File: config.mk
export PLATFORM = sky130hd
export DESIGN_NAME = pipe_hazard_ctrl_flat
export DESIGN_NICKNAME = d
export VERILOG_FILES = /design/src/rtl/cpu_pkg.sv /design/src/rtl/pipe_hazard_ctrl_if.sv /design/src/rtl/pipe_sat_counter.sv /design/src/rtl/pipe_hazard_ctrl.sv /design/src/flat_wrapper.sv
export SDC_FILE = /design/constraint.sdc
export NUM_CORES = 1
export LEC_CHECK = 0
export CAP_MARGIN = 20
export CELL_PAD_IN_SITES_DETAIL_PLACEMENT = 1
export CELL_PAD_IN_SITES_GLOBAL_PLACEMENT = 2
export CORE_MARGIN = 1.5
export CORE_UTILIZATION = 22
export CTS_CLUSTER_SIZE = 12
export DETAILED_ROUTE_END_ITERATION = 10
export PLACE_DENSITY_LB_ADDON = 0.12
export SETUP_SLACK_MARGIN = 0.05
export SLEW_MARGIN = 25
export SYNTH_ARGS = -nofsm -noshare
export SYNTH_HDL_FRONTEND = slang
export SYNTH_HIERARCHICAL = 1
export SYNTH_SLANG_ARGS = --single-unit
File: constraint.sdc
create_clock -name clock -period 2.6 [get_ports clock]
set_clock_uncertainty 0.2 [all_clocks]
set_input_delay 0.65 -clock clock [delete_from_list [all_inputs] [get_ports clock]]
set_output_delay 0.65 -clock clock [all_outputs]
set_load 0.02 [all_outputs]
File: src/rtl/cpu_pkg.sv
// Shared types and constants for the pipeline hazard controller slice.
package cpu_pkg;

    localparam int REG_ADDR_W = 5;
    localparam int WAIT_CNT_W = 16;
    localparam int PERF_CNT_W = 32;

    typedef enum logic [1:0] {
        RUN       = 2'd0,
        IMEM_WAIT = 2'd1,
        DMEM_WAIT = 2'd2
    } hazard_state_t;

endpackage

File: src/rtl/pipe_hazard_ctrl_if.sv
// Hazard-control bundle between the pipeline datapath (master) and the
// hazard controller (slave): hazard sources in, stage enables/flags out.
interface pipe_hazard_ctrl_if;
    import cpu_pkg::*;

    logic [REG_ADDR_W-1:0] id_rs1;
    logic [REG_ADDR_W-1:0] id_rs2;
    logic                  id_use_rs1;
    logic                  id_use_rs2;
    logic                  ex_mem_read;
    logic [REG_ADDR_W-1:0] ex_rd;
    logic                  ex_branch_taken;
    logic                  imem_ready;
    logic                  mem_req;
    logic                  dmem_ready;

    logic                  pc_write;
    logic                  if_id_write;
    logic                  id_ex_write;
    logic                  ex_mem_write;
    logic                  mem_wb_write;
    logic                  if_id_flush;
    logic                  id_ex_bubble;
    logic                  mem_timeout;
    logic [PERF_CNT_W-1:0] stall_cnt;
    logic [PERF_CNT_W-1:0] flush_cnt;

    modport master (
        output id_rs1, id_rs2, id_use_rs1, id_use_rs2, ex_mem_read, ex_rd,
               ex_branch_taken, imem_ready, mem_req, dmem_ready,
        input  pc_write, if_id_write, id_ex_write, ex_mem_write, mem_wb_write,
               if_id_flush, id_ex_bubble, mem_timeout, stall_cnt, flush_cnt
    );

    modport slave (
        input  id_rs1, id_rs2, id_use_rs1, id_use_rs2, ex_mem_read, ex_rd,
               ex_branch_taken, imem_ready, mem_req, dmem_ready,
        output pc_write, if_id_write, id_ex_write, ex_mem_write, mem_wb_write,
               if_id_flush, id_ex_bubble, mem_timeout, stall_cnt, flush_cnt
    );

endinterface

File: src/rtl/pipe_sat_counter.sv
// Saturating up-counter used for the hazard performance counters.
module pipe_sat_counter #(
    parameter int WIDTH = 32
) (
    input  logic             clock,
    input  logic             reset,
    input  logic             inc,
    output logic [WIDTH-1:0] count
);

    // Count enabled cycles, holding at all-ones instead of wrapping.
    always_ff @(posedge clock or negedge reset) begin
        if (!reset) begin
            count <= '0;
        end else if (inc && (count != '1)) begin
            count <= count + 1'b1;
        end
    end

endmodule

File: src/rtl/pipe_hazard_ctrl.sv
// Pipeline hazard controller: freezes on data-memory waits, flushes on taken
// branches, stalls on load-use and instruction-fetch misses, and flags memory
// waits that run past WAIT_LIMIT cycles.
// Optional: define PIPE_HAZARD_PERF_EN to build the stall/flush counters;
// without it stall_cnt and flush_cnt are tied to zero.
module pipe_hazard_ctrl
    import cpu_pkg::*;
#(
    parameter int unsigned WAIT_LIMIT = 255
) (
    input  logic               clock,
    input  logic               reset,
    pipe_hazard_ctrl_if.slave  hz
);

    localparam logic [WAIT_CNT_W-1:0] LIMIT = WAIT_CNT_W'(WAIT_LIMIT);

    hazard_state_t         state_q;
    hazard_state_t         state_d;
    logic [WAIT_CNT_W-1:0] wait_cnt_q;
    logic [WAIT_CNT_W-1:0] wait_cnt_d;
    logic                  timeout_q;

    logic freeze;
    logic load_use;
    logic pc_we;
    logic if_id_we;
    logic down_we;
    logic flush;
    logic bubble;

    // A pending data access freezes everything; the DMEM_WAIT release cycle
    // (dmem_ready=1) is not a freeze and falls through to normal priority.
    assign freeze = !hz.dmem_ready && ((state_q == DMEM_WAIT) || hz.mem_req);

    // x0 never carries a real dependency, so ex_rd==0 cannot cause a stall.
    assign load_use = hz.ex_mem_read && (hz.ex_rd != '0) &&
                      ((hz.id_use_rs1 && (hz.id_rs1 == hz.ex_rd)) ||
                       (hz.id_use_rs2 && (hz.id_rs2 == hz.ex_rd)));

    // Stage enables by priority: reset, freeze, branch, load-use/fetch miss.
    always_comb begin
        pc_we    = 1'b1;
        if_id_we = 1'b1;
        down_we  = 1'b1;
        flush    = 1'b0;
        bubble   = 1'b0;
        if (!reset) begin
            pc_we    = 1'b0;
            if_id_we = 1'b0;
            down_we  = 1'b0;
            flush    = 1'b1;
            bubble   = 1'b1;
        end else if (freeze) begin
            pc_we    = 1'b0;
            if_id_we = 1'b0;
            down_we  = 1'b0;
        end else if (hz.ex_branch_taken) begin
            flush    = 1'b1;
            bubble   = 1'b1;
        end else if (load_use || !hz.imem_ready) begin
            pc_we    = 1'b0;
            if_id_we = 1'b0;
            bubble   = 1'b1;
        end
    end

    assign hz.pc_write     = pc_we;
    assign hz.if_id_write  = if_id_we;
    assign hz.id_ex_write  = down_we;
    assign hz.ex_mem_write = down_we;
    assign hz.mem_wb_write = down_we;
    assign hz.if_id_flush  = flush;
    assign hz.id_ex_bubble = bubble;
    assign hz.mem_timeout  = timeout_q;

    // Next-state selection; a taken branch keeps IMEM_WAIT until the fetch lands.
    always_comb begin
        state_d = state_q;
        unique case (state_q)
            RUN: begin
                if (hz.mem_req && !hz.dmem_ready) begin
                    state_d = DMEM_WAIT;
                end else if (!hz.imem_ready && !hz.ex_branch_taken) begin
                    state_d = IMEM_WAIT;
                end
            end
            IMEM_WAIT: begin
                if (freeze) begin
                    state_d = DMEM_WAIT;
                end else if (hz.imem_ready) begin
                    state_d = RUN;
                end
            end
            DMEM_WAIT: begin
                if (hz.dmem_ready) begin
                    state_d = RUN;
                end
            end
            default: state_d = RUN;
        endcase
    end

    // Wait counter counts cycles spent in a wait state and clears on return to RUN.
    always_comb begin
        wait_cnt_d = wait_cnt_q;
        if (state_d == RUN) begin
            wait_cnt_d = '0;
        end else if ((state_q != RUN) && (wait_cnt_q != '1)) begin
            wait_cnt_d = wait_cnt_q + 1'b1;
        end
    end

    // State, wait counter and sticky timeout flag.
    always_ff @(posedge clock or negedge reset) begin
        if (!reset) begin
            state_q    <= RUN;
            wait_cnt_q <= '0;
            timeout_q  <= 1'b0;
        end else begin
            state_q    <= state_d;
            wait_cnt_q <= wait_cnt_d;
            if (wait_cnt_d >= LIMIT) begin
                timeout_q <= 1'b1;
            end
        end
    end

`ifdef PIPE_HAZARD_PERF_EN
    pipe_sat_counter #(.WIDTH(PERF_CNT_W)) u_stall_cnt (
        .clock (clock),
        .reset (reset),
        .inc   (!pc_we),
        .count (hz.stall_cnt)
    );

    pipe_sat_counter #(.WIDTH(PERF_CNT_W)) u_flush_cnt (
        .clock (clock),
        .reset (reset),
        .inc   (flush),
        .count (hz.flush_cnt)
    );
`else
    assign hz.stall_cnt = '0;
    assign hz.flush_cnt = '0;
`endif

endmodule

File: src/flat_wrapper.sv
// flat-port wrapper written by rule: the top's interface ports become plain ports
module pipe_hazard_ctrl_flat import cpu_pkg::*;
#(
    parameter int unsigned WAIT_LIMIT = 255
)
  (clock, reset, hz_id_rs1, hz_id_rs2, hz_id_use_rs1, hz_id_use_rs2, hz_ex_mem_read, hz_ex_rd, hz_ex_branch_taken, hz_imem_ready, hz_mem_req, hz_dmem_ready, hz_pc_write, hz_if_id_write, hz_id_ex_write, hz_ex_mem_write, hz_mem_wb_write, hz_if_id_flush, hz_id_ex_bubble, hz_mem_timeout, hz_stall_cnt, hz_flush_cnt);
  pipe_hazard_ctrl_if hz_i ();
  input  logic clock;
  input  logic reset;
  input wire logic [$bits(hz_i.id_rs1)-1:0] hz_id_rs1;
  input wire logic [$bits(hz_i.id_rs2)-1:0] hz_id_rs2;
  input wire logic [$bits(hz_i.id_use_rs1)-1:0] hz_id_use_rs1;
  input wire logic [$bits(hz_i.id_use_rs2)-1:0] hz_id_use_rs2;
  input wire logic [$bits(hz_i.ex_mem_read)-1:0] hz_ex_mem_read;
  input wire logic [$bits(hz_i.ex_rd)-1:0] hz_ex_rd;
  input wire logic [$bits(hz_i.ex_branch_taken)-1:0] hz_ex_branch_taken;
  input wire logic [$bits(hz_i.imem_ready)-1:0] hz_imem_ready;
  input wire logic [$bits(hz_i.mem_req)-1:0] hz_mem_req;
  input wire logic [$bits(hz_i.dmem_ready)-1:0] hz_dmem_ready;
  output wire logic [$bits(hz_i.pc_write)-1:0] hz_pc_write;
  output wire logic [$bits(hz_i.if_id_write)-1:0] hz_if_id_write;
  output wire logic [$bits(hz_i.id_ex_write)-1:0] hz_id_ex_write;
  output wire logic [$bits(hz_i.ex_mem_write)-1:0] hz_ex_mem_write;
  output wire logic [$bits(hz_i.mem_wb_write)-1:0] hz_mem_wb_write;
  output wire logic [$bits(hz_i.if_id_flush)-1:0] hz_if_id_flush;
  output wire logic [$bits(hz_i.id_ex_bubble)-1:0] hz_id_ex_bubble;
  output wire logic [$bits(hz_i.mem_timeout)-1:0] hz_mem_timeout;
  output wire logic [$bits(hz_i.stall_cnt)-1:0] hz_stall_cnt;
  output wire logic [$bits(hz_i.flush_cnt)-1:0] hz_flush_cnt;
  assign hz_i.id_rs1 = hz_id_rs1;
  assign hz_i.id_rs2 = hz_id_rs2;
  assign hz_i.id_use_rs1 = hz_id_use_rs1;
  assign hz_i.id_use_rs2 = hz_id_use_rs2;
  assign hz_i.ex_mem_read = hz_ex_mem_read;
  assign hz_i.ex_rd = hz_ex_rd;
  assign hz_i.ex_branch_taken = hz_ex_branch_taken;
  assign hz_i.imem_ready = hz_imem_ready;
  assign hz_i.mem_req = hz_mem_req;
  assign hz_i.dmem_ready = hz_dmem_ready;
  assign hz_pc_write = hz_i.pc_write;
  assign hz_if_id_write = hz_i.if_id_write;
  assign hz_id_ex_write = hz_i.id_ex_write;
  assign hz_ex_mem_write = hz_i.ex_mem_write;
  assign hz_mem_wb_write = hz_i.mem_wb_write;
  assign hz_if_id_flush = hz_i.if_id_flush;
  assign hz_id_ex_bubble = hz_i.id_ex_bubble;
  assign hz_mem_timeout = hz_i.mem_timeout;
  assign hz_stall_cnt = hz_i.stall_cnt;
  assign hz_flush_cnt = hz_i.flush_cnt;
  pipe_hazard_ctrl #(.WAIT_LIMIT(WAIT_LIMIT)) u_core (.clock(clock), .reset(reset), .hz(hz_i));
endmodule
==> impl_metrics.py, run 1 <==
metrics = {
    "status": {
        "status": "finished with violations",
        "violations": "setup timing",
    },
    "timing": {
        "fin_crit_sh": 1.11,
        "period_minus_slack_ns": 2.88,
        "hold_viol": 0,
        "slew_viol_final": 0,
        "fmax_mhz": 347,
        "rsz0062_at_grt": "true",
        "fin_ws_ns": -0.282,
        "setup_viol": 3,
        "timing.setup.tns_ns": -0.780,
        "hold_slack_ns": 0.343,
    },
    "pwr": {
        "leakage_uw": 0.00107,
        "p_per_area_mw_per_mm2": 343,
        "vdd_drop_max_v": 0.000138,
    },
    "synthesis": {
        "syn_avg_cell_area_um2": 8.74,
        "syn-cell-area_mm2": 0.00182,
        "yosysSeqAreaShare": 0.262,
        "synth_cell_type_count": 48,
        "yosys_most_used_dff": "dfrtp_1",
        "yosys_warnings": 6,
        "syn-instance-count": 208,
        "synth_seq_cells": 19,
        "synthArstFlopShare": 1.00,
        "synth_edf_count": 0,
    },
    "grt": {
        "grtUsageTotal": 0.105,
        "first_global_vias": 1425,
        "grt_pass1_wl_um": 7250,
        "grt_max_degree": 20,
        "overflow": 0,
        "antenna_found_initial": 0,
    },
    "setup_path": {
        "worstPathMaxFanout": 2,
        "worst_ep_arrival_time_ns": 2.03,
        "worstSetupPathType": "input pin to output pin",
        "max_stage_delay_ns": 0.48,
        "worstPathRequired_ns": 1.75,
        "critPathLaunch": "hz_id_rs2[0]",
        "crit_buf_inv": 2,
        "start_kind": "input pin",
        "critical_path.top_delay_family": "buffers and inverters",
        "cp_slowest_cell": "clkdlybuf4s50_1",
        "reg2reg_from": "u_core/wait_cnt_q[1]$_DFF_PN0_",
        "end_kind": "output pin",
        "path_cells": "clkdlybuf4s50_1 > xnor2_1 > and3_1 > a31oi_1 > o21a_1 > o21a_2 > buf_6",
    },
    "detailed_routing": {
        "wl_per_cell_um": 12.2,
        "first_pass_iters": 4,
        "vias": 1513,
        "postRouteAntennaNets": 0,
        "drc_errors": 0,
        "first_iter_violations": 36,
        "post_drt_via_cell_ratio": 4.12,
        "routed_wl_um": 4460,
    },
    "cells_and_area": {
        "instances_no_fill": 367,
        "regArea_um2": 475,
        "n_fill_cell": 969,
        "design_area_mm2": 0.00230,
        "multi_input_area_mm2": 0.00111,
        "final_util": 0.293,
        "areaGrowthSynthToFinish_pct": 26.3,
        "antenna_cells": 0,
        "drive_gt1_frac": 0.253,
        "nets": 291,
    },
    "clocking": {
        "path_clk_slew_ns": 0.07,
        "clk_latency_ns": 0.26,
        "clk_path_buf_depth": 2,
        "cts_tree": "yes",
        "cts_sinks": 19,
        "h-tree-depth": 1,
        "root_buffer": "clkbuf_8",
        "cts_buffers": 3,
    },
    "hold_path": {
        "hp-start": "u_core/hz.mem_timeout$_DFFE_PN0P_",
        "min_path_type": "flip-flop to flip-flop",
    },
    "floorplanning": {
        "die_h_um": 93.9,
        "core-area_mm2": 0.00785,
        "rows": 32,
        "die_width_um": 93.9,
        "initial_core_util": 0.232,
        "io_pins": 96,
        "die-area_mm2": 0.00882,
    },
    "run": {
        "maxCapViolCount": 0,
    },
    "placement": {
        "place_inst": 360,
        "numPortBuffers": 31,
        "hpwl_um": 3660,
        "place_congestion": 0.704,
        "placed_cell_area_mm2": 0.00218,
    },
}
## cell families (layout without fill, tap and decap cells)
logic type,after synthesis,count (layout),share of synthesized area
buf+inv,73,67,0.290
simple gates,60,60,0.212
compound gates,37,37,0.142
flops,19,19,0.262
xor+xnor,14,14,0.0674
mux,3,3,0.0186
fa+ha+maj,1,1,0.00688
other cells,1,64,0.00206
## stage by stage
step	worst slack [ns]	total power (uW)
floorplan	-0.0439	538
global placement	-0.959	579
detailed placement	-0.996	577
CTS	-0.299	795
global route	-0.365	834
finish	-0.282	788
## Yosys cell counts, types with 3 or more instances
cell type	instances	area (um^2)
inv_1	5	18.8
nand4_1	4	25.0
nor4_1	4	25.0
buf_4	67	503
or3_1	5	31.3
or4_1	3	22.5
o21ai_0	10	50.1
dfrtp_1	19	475
nor2_1	11	41.3
nor3_1	5	25.0
o21bai_1	3	22.5
xor2_1	9	78.8
a21oi_1	7	35.0
nand3_1	5	25.0
nand2_1	7	26.3
xnor2_1	5	43.8
## area by class of cell
| cell class | instances | area share |
|---|---|---|
| repair buffers | 58 | 0.224 |
| multi-input cells | 179 | 0.486 |
| flip-flops and latches | 19 | 0.207 |
| well taps | 102 | 0.0556 |
| clock buffers | 4 | 0.0196 |
| inverters | 5 | 0.00817 |
## timing repair
action | 4_1_cts | 5_1_grt
buffers inserted | 2 | 1
endpoints found under the hold margin | 0 | 0
hold buffers | 0 | 0
resized for setup | 71 | 12
endpoints found under the setup margin | 8 | 7
cloned | 0 | 0
pin swaps | 14 | 9
## per-layer routing
layer / wire length, um / part of all wire / vias up / track usage
met5: 0 / 0 / - / 0
met2: 2140 / 0.48 / 59 / 0.178
li1: - / - / 716 / -
met1: 2030 / 0.46 / 734 / 0.137
met4: 48 / 0.011 / 0 / 0.0323
met3: 240 / 0.054 / 4 / 0.0138
## final timing paths
check                      cells past startpoint                                end  slack (ns)
max                                            7                     hz_if_id_write       -0.28
min                                            2  u_core/hz.mem_timeout$_DFFE_PN0P_        0.34
min in group asynchronous                      2     u_core/wait_cnt_q[7]$_DFF_PN0_        0.67
max reg2reg                                    8  u_core/hz.mem_timeout$_DFFE_PN0P_        0.28
min reg2reg                                    2  u_core/hz.mem_timeout$_DFFE_PN0P_        0.34
max in group asynchronous                      2     u_core/wait_cnt_q[9]$_DFF_PN0_        1.32
## sequential cells by signal, indices dropped and copies added, names as in the netlist
| name | flops |
|---|---|
| u_core/state_q | 2 |
| u_core/hz.mem_timeout | 1 |
| u_core/wait_cnt_q | 16 |
## report_power, final
part / internal, uW / switching (uW) / total [uW]
logic: 101 / 169 / 270
clock network: 109 / 104 / 213
registers: 301 / 3.75 / 305
## layout by cell type, fill, tap and decap left out, drive strengths merged, types with 2 or more instances in the layout
cell,Yosys,final
nor2,11,11
nand2b,2,2
buf,68,35
nor3,6,6
mux2i,3,3
xor2,9,9
nand2,7,7
dlygate4sd2,0,6
and4,2,2
clkdlybuf4s50,0,7
or4,3,3
nand4,6,6
conb,1,64
o21a,2,2
o21bai,3,3
dlymetal6s2s,0,2
o211ai,3,3
clkdlybuf4s15,0,7
dfrtp,19,19
xnor2,5,5
or3,5,5
clkbuf,0,5
o21ai,10,10
a21oi,9,9
nor4b,2,2
nor4,6,6
nand3,6,6
o31ai,2,2
inv,5,5
## tightest hold or removal path, delay by kind of cell (launching register included)
family / cells / cell delay [ns]
and+or+nand+nor: 1 / 0.06
AOI/OAI and AO/OA: 1 / 0.08
DFF: 1 / 0.37
(Power assumes the default switching activity.)
==> run 2, diff against run 1 <==
- PLACE_DENSITY_LB_ADDON: 0.12 -> 0.1
==> impl_metrics.py, run 2 (synthesized netlist as in run 1, its figures left out) <==
metrics = {
    "cells_and_area": {
        "n_fill_cell": 964,
        "instances_no_fill": 368,
        "largest_reg_flops": 16,
        "design_area_mm2": 0.00227,
        "areaGrowthSynthToFinish_pct": 24.8,
        "final_common_cell": "conb_1",
        "mostFrequentLayoutCells": "conb_1 (64), buf_4 (30), dfrtp_1 (19), nor2_1 (10)",
        "antenna_cells": 0,
        "top_register": "u_core/wait_cnt_q",
        "nets": 292,
        "final_util": 0.289,
        "drive_gt1_frac": 0.271,
    },
    "detailed_routing": {
        "drc_errors": 0,
        "routed_wl_um": 4390,
        "first_pass_iters": 4,
        "postRouteAntennaNets": 0,
        "wl_per_cell_um": 11.9,
        "vias": 1488,
        "post_drt_via_cell_ratio": 4.04,
        "first_iter_violations": 54,
    },
    "floorplanning": {
        "die_h_um": 93.9,
        "die_width_um": 93.9,
        "core-area_mm2": 0.00785,
        "io_pins": 96,
        "initial_core_util": 0.232,
        "rows": 32,
        "die-area_mm2": 0.00882,
    },
    "placement": {
        "placed_cell_area_mm2": 0.00219,
        "numPortBuffers": 31,
        "place_congestion": 0.774,
        "hpwl_um": 3620,
        "place_inst": 363,
    },
    "timing": {
        "fin_ws_ns": -0.171,
        "fmax_mhz": 361,
        "hold_viol": 0,
        "fin_crit_sh": 1.07,
        "rsz0062_at_grt": "true",
        "slew_viol_final": 0,
        "timing.setup.tns_ns": -0.436,
        "period_minus_slack_ns": 2.77,
        "setup_viol": 3,
    },
    "setup_path": {
        "reg2reg_depth": 8,
        "ff2ff_setup_slack_ns": 0.25,
        "reg2reg_to": "u_core/hz.mem_timeout$_DFFE_PN0P_",
        "worstPathRequired_ns": 1.75,
        "worst_ep_arrival_time_ns": 1.92,
        "worstPathMaxFanout": 2,
        "start_kind": "input pin",
        "reg2reg_from": "u_core/wait_cnt_q[0]$_DFF_PN0_",
        "critPathLaunch": "hz_id_rs2[3]",
        "endpoint": "hz_if_id_write",
        "end_kind": "output pin",
        "worstSetupPathType": "input pin to output pin",
    },
    "clocking": {
        "cts_buffers": 3,
        "clk_latency_ns": 0.26,
        "clk_path_buf_depth": 2,
        "h-tree-depth": 1,
        "path_clk_slew_ns": 0.08,
        "hold_buffers": 0,
        "cts_sinks": 19,
        "root_buffer": "clkbuf_8",
        "cts_tree": "yes",
    },
    "status": {
        "status": "finished with violations",
        "violations": "setup timing",
    },
    "grt": {
        "grt_max_degree": 20,
        "first_global_vias": 1427,
        "antenna_found_initial": 0,
        "overflow": 0,
        "grt_pass1_wl_um": 6990,
        "grtUsageTotal": 0.100,
    },
    "pwr": {
        "p_per_area_mw_per_mm2": 346,
        "leakage_uw": 0.00106,
        "vdd_drop_max_v": 0.000135,
        "finalPower_uw": 786,
    },
    "hold_path": {
        "min_path_type": "flip-flop to flip-flop",
    },
    "run": {
        "maxCapViolCount": 0,
    },
}
## run 2: changes by cell type in the layout (fill, tap and decap cells not counted), sizes merged
cell and delta:
clkinv +1, clkdlybuf4s15 -4, dlygate4sd2 -2, clkdlybuf4s50 -1, buf +9, clkbuf -2
## run 2: layer usage
metal,part of all wire,vias to the layer above,global-route usage
li1,-,722,-
met1,0.47,707,0.139
met2,0.47,57,0.169
met3,0.050,2,0.00809
met4,0.0071,0,0.0224
met5,0,-,0
## run 2: report_power, final
part,total (uW),switching [uW],internal (uW),leakage [uW]
registers,304,2.99,301,0.000258
clock network,214,107,107,0.0000255
logic,268,170,97.6,0.000773
total,786,280,505,0.00106
## run 2: stage by stage
stage                     hold slack [ns]  setup WS (ns)
final                               0.340         -0.171
after global routing                0.364         -0.298
after CTS                           0.353         -0.206
after detailed placement            0.326         -0.991
after global placement              0.319         -0.979
after floorplan                     0.154        -0.0439
## run 2: how the worst min path moves through the flow
stage | start | to | cells past startpoint | slack, ns
after global routing | u_core/hz.mem_timeout$_DFFE_PN0P_ | u_core/hz.mem_timeout$_DFFE_PN0P_ | 2 | 0.36
final | u_core/hz.mem_timeout$_DFFE_PN0P_ | u_core/hz.mem_timeout$_DFFE_PN0P_ | 2 | 0.34
after detailed placement | u_core/hz.mem_timeout$_DFFE_PN0P_ | u_core/hz.mem_timeout$_DFFE_PN0P_ | 2 | 0.33
after CTS | u_core/hz.mem_timeout$_DFFE_PN0P_ | u_core/hz.mem_timeout$_DFFE_PN0P_ | 2 | 0.35
after floorplan | reset | u_core/hz.mem_timeout$_DFFE_PN0P_ | 0 | 0.15
after global placement | u_core/hz.mem_timeout$_DFFE_PN0P_ | u_core/hz.mem_timeout$_DFFE_PN0P_ | 2 | 0.32
## run 2: cell type report
type                            instances  area [um^2]  area share
Multi-Input combinational cell        179         1100       0.487
Timing Repair Buffer                   59          495       0.218
Sequential cell                        19          475       0.210
Tap cell                              102          128      0.0563
Clock buffer                            3         41.3      0.0182
Inverter                                5         18.8     0.00827
Clock inverter                          1         5.00     0.00221
## run 2: timing repair
action                                  4_1_cts  5_1_grt
gates resized for setup                      87       14
pin swaps                                    15        7
setup buffers                                 1        0
endpoints found under the setup margin        8        5
## run 2: critical path, stage by stage
cell,delay [ns]
buf_6,0.10
xor2_2,0.16
nor4_2,0.23
and3_1,0.17
a31oi_1,0.04
o21a_1,0.20
o21a_2,0.23
buf_6,0.13
==> run 3, diff against run 2 <==
- HOLD_SLACK_MARGIN: default -> 0.05
- SLEW_MARGIN: 25 -> 0
==> results of run 3 <==
No change in the layout: final DEF, timing and power equal those of run 2.
